**src/rtl/demux_pkg.sv**
```systemverilog
// Shared definitions for the 1:2 stream demultiplexer: destination encoding,
// default word width and the pointer-width helper.
package demux_pkg;

    typedef enum logic {
        DEST_A = 1'b0,
        DEST_B = 1'b1
    } dest_e;

    localparam int unsigned DEF_WIDTH = 16;

    // Smallest r with 2**r >= n.
    function automatic int unsigned clog2(input int unsigned n);
        int unsigned r;
        r = 0;
        for (int unsigned i = 0; i < 32; i++) begin
            if ((32'd1 << i) < n) begin
                r = i + 1;
            end
        end
        return r;
    endfunction

endpackage

```
**src/rtl/demux_fifo.sv**
```systemverilog
// Per-destination FIFO: registered storage, wrapping pointers and an occupancy
// count. The head word is read straight from storage, so there is no bypass path.
module demux_fifo
    import demux_pkg::*;
#(
    parameter int unsigned WIDTH = DEF_WIDTH,
    parameter int unsigned DEPTH = 2
) (
    input  logic             clk,
    input  logic             rst,
    input  logic             push,
    input  logic [WIDTH-1:0] push_data,
    input  logic             pop,
    output logic             full,
    output logic             empty,
    output logic [WIDTH-1:0] head_data
);

    localparam int unsigned AW = clog2(DEPTH);

    logic [WIDTH-1:0] mem [DEPTH];
    logic [AW-1:0]    wr_ptr;
    logic [AW-1:0]    rd_ptr;
    logic [AW:0]      count;
    logic             do_push;
    logic             do_pop;

    always_comb begin
        full      = (count == (AW+1)'(DEPTH));
        empty     = (count == '0);
        do_push   = push & ~full;
        do_pop    = pop & ~empty;
        head_data = mem[rd_ptr];
    end

    always_ff @(posedge clk) begin
        if (rst) begin
            wr_ptr <= '0;
            rd_ptr <= '0;
            count  <= '0;
            for (int unsigned i = 0; i < DEPTH; i++) begin
                mem[i] <= '0;
            end
        end else begin
            if (do_push) begin
                mem[wr_ptr] <= push_data;
                wr_ptr      <= wr_ptr + AW'(1);
            end
            if (do_pop) begin
                rd_ptr <= rd_ptr + AW'(1);
            end
            case ({do_push, do_pop})
                2'b10:   count <= count + (AW+1)'(1);
                2'b01:   count <= count - (AW+1)'(1);
                default: count <= count;
            endcase
        end
    end

endmodule

```
**src/rtl/demux1_2_stream.sv**
```systemverilog
// 1-to-2 valid/ready demultiplexer with an independent FIFO per destination.
// Optional push counters and stall flag are enabled by defining DEMUX1_2_STATS_EN.
module demux1_2_stream
    import demux_pkg::*;
#(
    parameter int unsigned WIDTH = DEF_WIDTH,
    parameter int unsigned DEPTH = 2
) (
    input  logic             clk,
    input  logic             rst,
    input  logic             in_valid,
    input  logic             in_sel,
    input  logic [WIDTH-1:0] in_data,
    output logic             in_ready,
    output logic             a_valid,
    output logic [WIDTH-1:0] a_data,
    input  logic             a_ready,
    output logic             b_valid,
    output logic [WIDTH-1:0] b_data,
    input  logic             b_ready
`ifdef DEMUX1_2_STATS_EN
    ,
    output logic [15:0]      cnt_a,
    output logic [15:0]      cnt_b,
    output logic             stall
`endif
);

    logic a_full, a_empty, b_full, b_empty;
    logic push_a, push_b, pop_a, pop_b;
    logic accept;

    // Readiness looks only at the selected FIFO's full flag; a pop in the same
    // cycle does not open a slot for the incoming word.
    always_comb begin
        in_ready = (in_sel == DEST_B) ? ~b_full : ~a_full;
        accept   = in_valid & in_ready;
        push_a   = accept & (in_sel == DEST_A);
        push_b   = accept & (in_sel == DEST_B);
        a_valid  = ~a_empty;
        b_valid  = ~b_empty;
        pop_a    = a_valid & a_ready;
        pop_b    = b_valid & b_ready;
    end

    demux_fifo #(
        .WIDTH (WIDTH),
        .DEPTH (DEPTH)
    ) u_fifo_a (
        .clk       (clk),
        .rst       (rst),
        .push      (push_a),
        .push_data (in_data),
        .pop       (pop_a),
        .full      (a_full),
        .empty     (a_empty),
        .head_data (a_data)
    );

    demux_fifo #(
        .WIDTH (WIDTH),
        .DEPTH (DEPTH)
    ) u_fifo_b (
        .clk       (clk),
        .rst       (rst),
        .push      (push_b),
        .push_data (in_data),
        .pop       (pop_b),
        .full      (b_full),
        .empty     (b_empty),
        .head_data (b_data)
    );

`ifdef DEMUX1_2_STATS_EN
    always_ff @(posedge clk) begin
        if (rst) begin
            cnt_a <= '0;
            cnt_b <= '0;
            stall <= 1'b0;
        end else begin
            if (push_a) cnt_a <= cnt_a + 16'd1;
            if (push_b) cnt_b <= cnt_b + 16'd1;
            stall <= in_valid & ~in_ready;
        end
    end
`endif

endmodule

```
**config.mk**
```make
export PLATFORM = sky130hd
export DESIGN_NAME = demux1_2_stream
export DESIGN_NICKNAME = d
export VERILOG_FILES = /design/src/rtl/demux_pkg.sv /design/src/rtl/demux_fifo.sv /design/src/rtl/demux1_2_stream.sv
export SDC_FILE = /design/constraint.sdc
export NUM_CORES = 1
export LEC_CHECK = 0
export ABC_AREA = 0
export BUFFER_PORTS_ARGS = -buffer_cell sky130_fd_sc_hd__buf_2
export CORE_MARGIN = 5
export CORE_UTILIZATION = 50
export DETAILED_ROUTE_END_ITERATION = 6
export PLACE_DENSITY = 0.72
export SKIP_LAST_GASP = 1
export SYNTH_ARGS = -nofsm -noshare
export SYNTH_HDL_FRONTEND = slang
export SYNTH_SLANG_ARGS = --single-unit
```
**constraint.sdc**
```tcl
create_clock -name clk -period 3.68 [get_ports clk]
set_clock_uncertainty 0.2 [all_clocks]
set_input_delay 0.368 -clock clk [delete_from_list [all_inputs] [get_ports clk]]
set_output_delay 0.368 -clock clk [all_outputs]
set_load 0.02 [all_outputs]
```
==> flow_summary_export.csv <==
group,metric,value,unit
critical_path,cp-end-kind,"output pin",
cts,h-tree-depth,3,
final_layout,syn_to_final_growth,16.7,%
synth,avgSynthCellArea,14.9,um2
cts,cts-buffers-inserted,9,
sta,setup_tns,0,ns
sta,hold_viol,0,
sta,rsz0062_at_grt,"false",
cts,cts_root_buf,"clkbuf_8",
drt,drc_errors,0,
drt,antenna_left,0,
floorplan,die_width,91.0,um
critical_path,arrival,1.81,ns
final_layout,finish.net_count,303,
sta,worst_slew_pin_slew,0.971,ns
worst_hold_path,hold_class,"input port to flop",
critical_path,setup.worst_path.start_class,"flop",
cts,clkSlewWorstSetupHoldPaths,0.08,ns
drt,wl_met1,2590,um
cts,cts_hold_buf,0,
critical_path,reg2reg_depth,3,
place,dp_cells,345,
cts,cts_sinks,74,
drt,dr.pass1.iters,4,
final_layout,antenna_cells,0,
sta,fmax,421,MHz
final_layout,layout-drive-gt1-share,40.5,%
synth,synth.top_cell.area_share,58.5,%
floorplan,coreArea,6390,um2
drt,wire_per_inst,16.5,um
place,pre_cts_slack,1.24,ns
critical_path,crit_fanout,16,
cts,ctsLongestPathBuffers,2,
synth,ys_warn_count,0,
pwr,power_density,614,nW/um2
global_routing,first_global_vias,1946,
sta,slew_viol_final,0,
final_layout,nFillCells,531,
drt,drt_iter0_markers,105,
floorplan,fp-row-count,29,
critical_path,timing.rr.start,"u_fifo_a.count[0]",
synth,synth-async-reset-ratio,0,%
synth,ys_ff_latch,74,
drt,routed_wl,5940,um
synth,synth.distinct_cells,27,
job,max_cap_violations,0,
place,dp_hpwl,3890,um
synth,ys_top_cells_by_area,"edfxtp_1 (59%), and2_1 (12%), mux2_2 (11%)",
final_layout,final_util,60.0,%
global_routing,grt_max_degree,18,
global_routing,grt_pass1_wl,9820,um
floorplan,io_pins,57,
synth,syn_inst,221,
global_routing,overflow,0,
place,routabilityCongestion,0.699,
critical_path,r2r-end,"u_fifo_a.mem[0][13]",
critical_path,regToRegSetupSlack,1.41,ns
cts,cts_tree,"built",
synth,synth_area_leader_cell,"edfxtp_1",
synth,synth-edff-count,64,
critical_path,critPathRequiredTime,3.11,ns
sta,setup_viol,0,
global_routing,antenna_found_initial,0,
pwr,ir_drop,0.345,mV
cts,cts_resized,0,
outcome,outcome,"complete, no violations",
final_layout,multiInputGateArea,1120,um2
final_layout,seqCellArea,2120,um2
sta,worst_slack,1.30,ns
synth,seq_area_frac_synth,64.6,%
worst_hold_path,min_from,"in_data[2]",
synth,synth_area,3280,um2
pwr,p_leak,1.57,nW
worst_hold_path,whs_path_depth,2,
floorplan,die_h,91.0,um
worst_hold_path,min_to,"u_fifo_b.mem[0][2]",
sta,slew_headroom,35.2,%
critical_path,critical_path_class,"flop to output pin",
floorplan,die_area,8290,um2
drt,routed_via_density,5.23,
floorplan,floorplan.initialDensity,51.4,%
global_routing,track_usage,15.2,%
cts,post_cts_buffers,0,
drt,dr_total_vias,1889,
synth,synth_ff_type,"edfxtp_1",
pwr,power,0.00235,W
drt,route.met3.wl,315,um
cts,clock_latency,0.33,ns
place,port_buffers,56,
synth,synth_fp_nets,245,
final_layout,final_cells,361,
sta,min_period_over_period,64.6,%
drt,wl_met2,2940,um
drt,dr.max_layer_used,"met4",
sta,period_minus_slack,2.38,ns
-- cell usage after synthesis (all sizes together) (2+ instances only) --
cell and n:
a21o 2, or2 4, xnor2 4, xor2 2, edfxtp 64, nor2b 4
and2 64, dfxtp 10, o21bai 2, ha 2, o21a 2, clkbuf 3
a21oi 2, o21ai 2, nor4b 2, nor2 6, buf 6, mux2 32
or3 2
-- cell type report --
type,count,area share [%]
sequential,74,55.4
multi-input combinational,138,29.3
timing repair buffer,56,7.32
clock buffer,10,3.33
tap,77,2.52
clock inverter,6,2.12
-- where the power goes --
part | leakage [nW] | switching [W] | internal (W)
combinational | 0.712 | 0.000312 | 0.000267
sequential | 0.752 | 0.0000967 | 0.00101
clock | 0.104 | 0.000293 | 0.000378
total | 1.57 | 0.000701 | 0.00165
-- worst max-delay path by stage --
stage,slack [ns],depth (start not counted),from,endpoint
5_1_grt,1.18,2,flop,b_data[12]
3_5_place_dp,1.24,4,rst,u_fifo_a.mem[1][9]
4_1_cts,1.29,2,flop,b_data[12]
2_1_floorplan,1.38,3,u_fifo_a.count[1],u_fifo_a.mem[0][0]
3_3_place_gp,1.31,4,rst,u_fifo_a.mem[1][11]
6_report,1.30,2,flop,b_data[12]
-- through the flow --
stage               cell area [um2]  hold WS [ns]
global route                   3830         0.132
global placement               3620         0.293
CTS                            3830         0.137
floorplan                      3280         0.275
detailed placement             3620         0.302
finish                         3830         0.144
-- per-layer routing --
layer | vias to the layer above | GRT usage [%]
met5 | - | 0
met4 | 0 | 7.09
met3 | 9 | 3.80
met2 | 50 | 24.3
met1 | 929 | 19.5
li1 | 901 | -
-- layout by cell type, fill, tap and decap left out, types with 4 or more instances in the layout --
cell       n
nor2_1     6
edfxtp_1  64
clkbuf_8   9
or2_2      4
buf_2     56
mux2_2    32
dfxtp_1   10
xnor2_1    4
and2_1    64
-- sequential cells by signal (all words and copies together), names as in the netlist, named ones only --
signal and flops:
u_fifo_a.rd_ptr 1, u_fifo_a.mem 32, u_fifo_a.wr_ptr 1, u_fifo_b.wr_ptr 1, u_fifo_b.count 2, u_fifo_a.count 2
u_fifo_b.rd_ptr 1, u_fifo_b.mem 32
-- critical path: stages, from the launching register on --
cell,delay (ns)
dfxtp_1,0.89
mux2_2,0.43
buf_2,0.16
-- cell families after synthesis --
group                    synth area share [%]
multiplexers                             11.3
AND/OR/NAND/NOR                          18.3
AO/OA/AOI/OAI                            1.98
flip-flops                               64.6
buffers and inverters                    1.41
adder cells (fa/ha/maj)                 0.762
XOR/XNOR                                 1.60
Power figures use the tool's default switching activity.
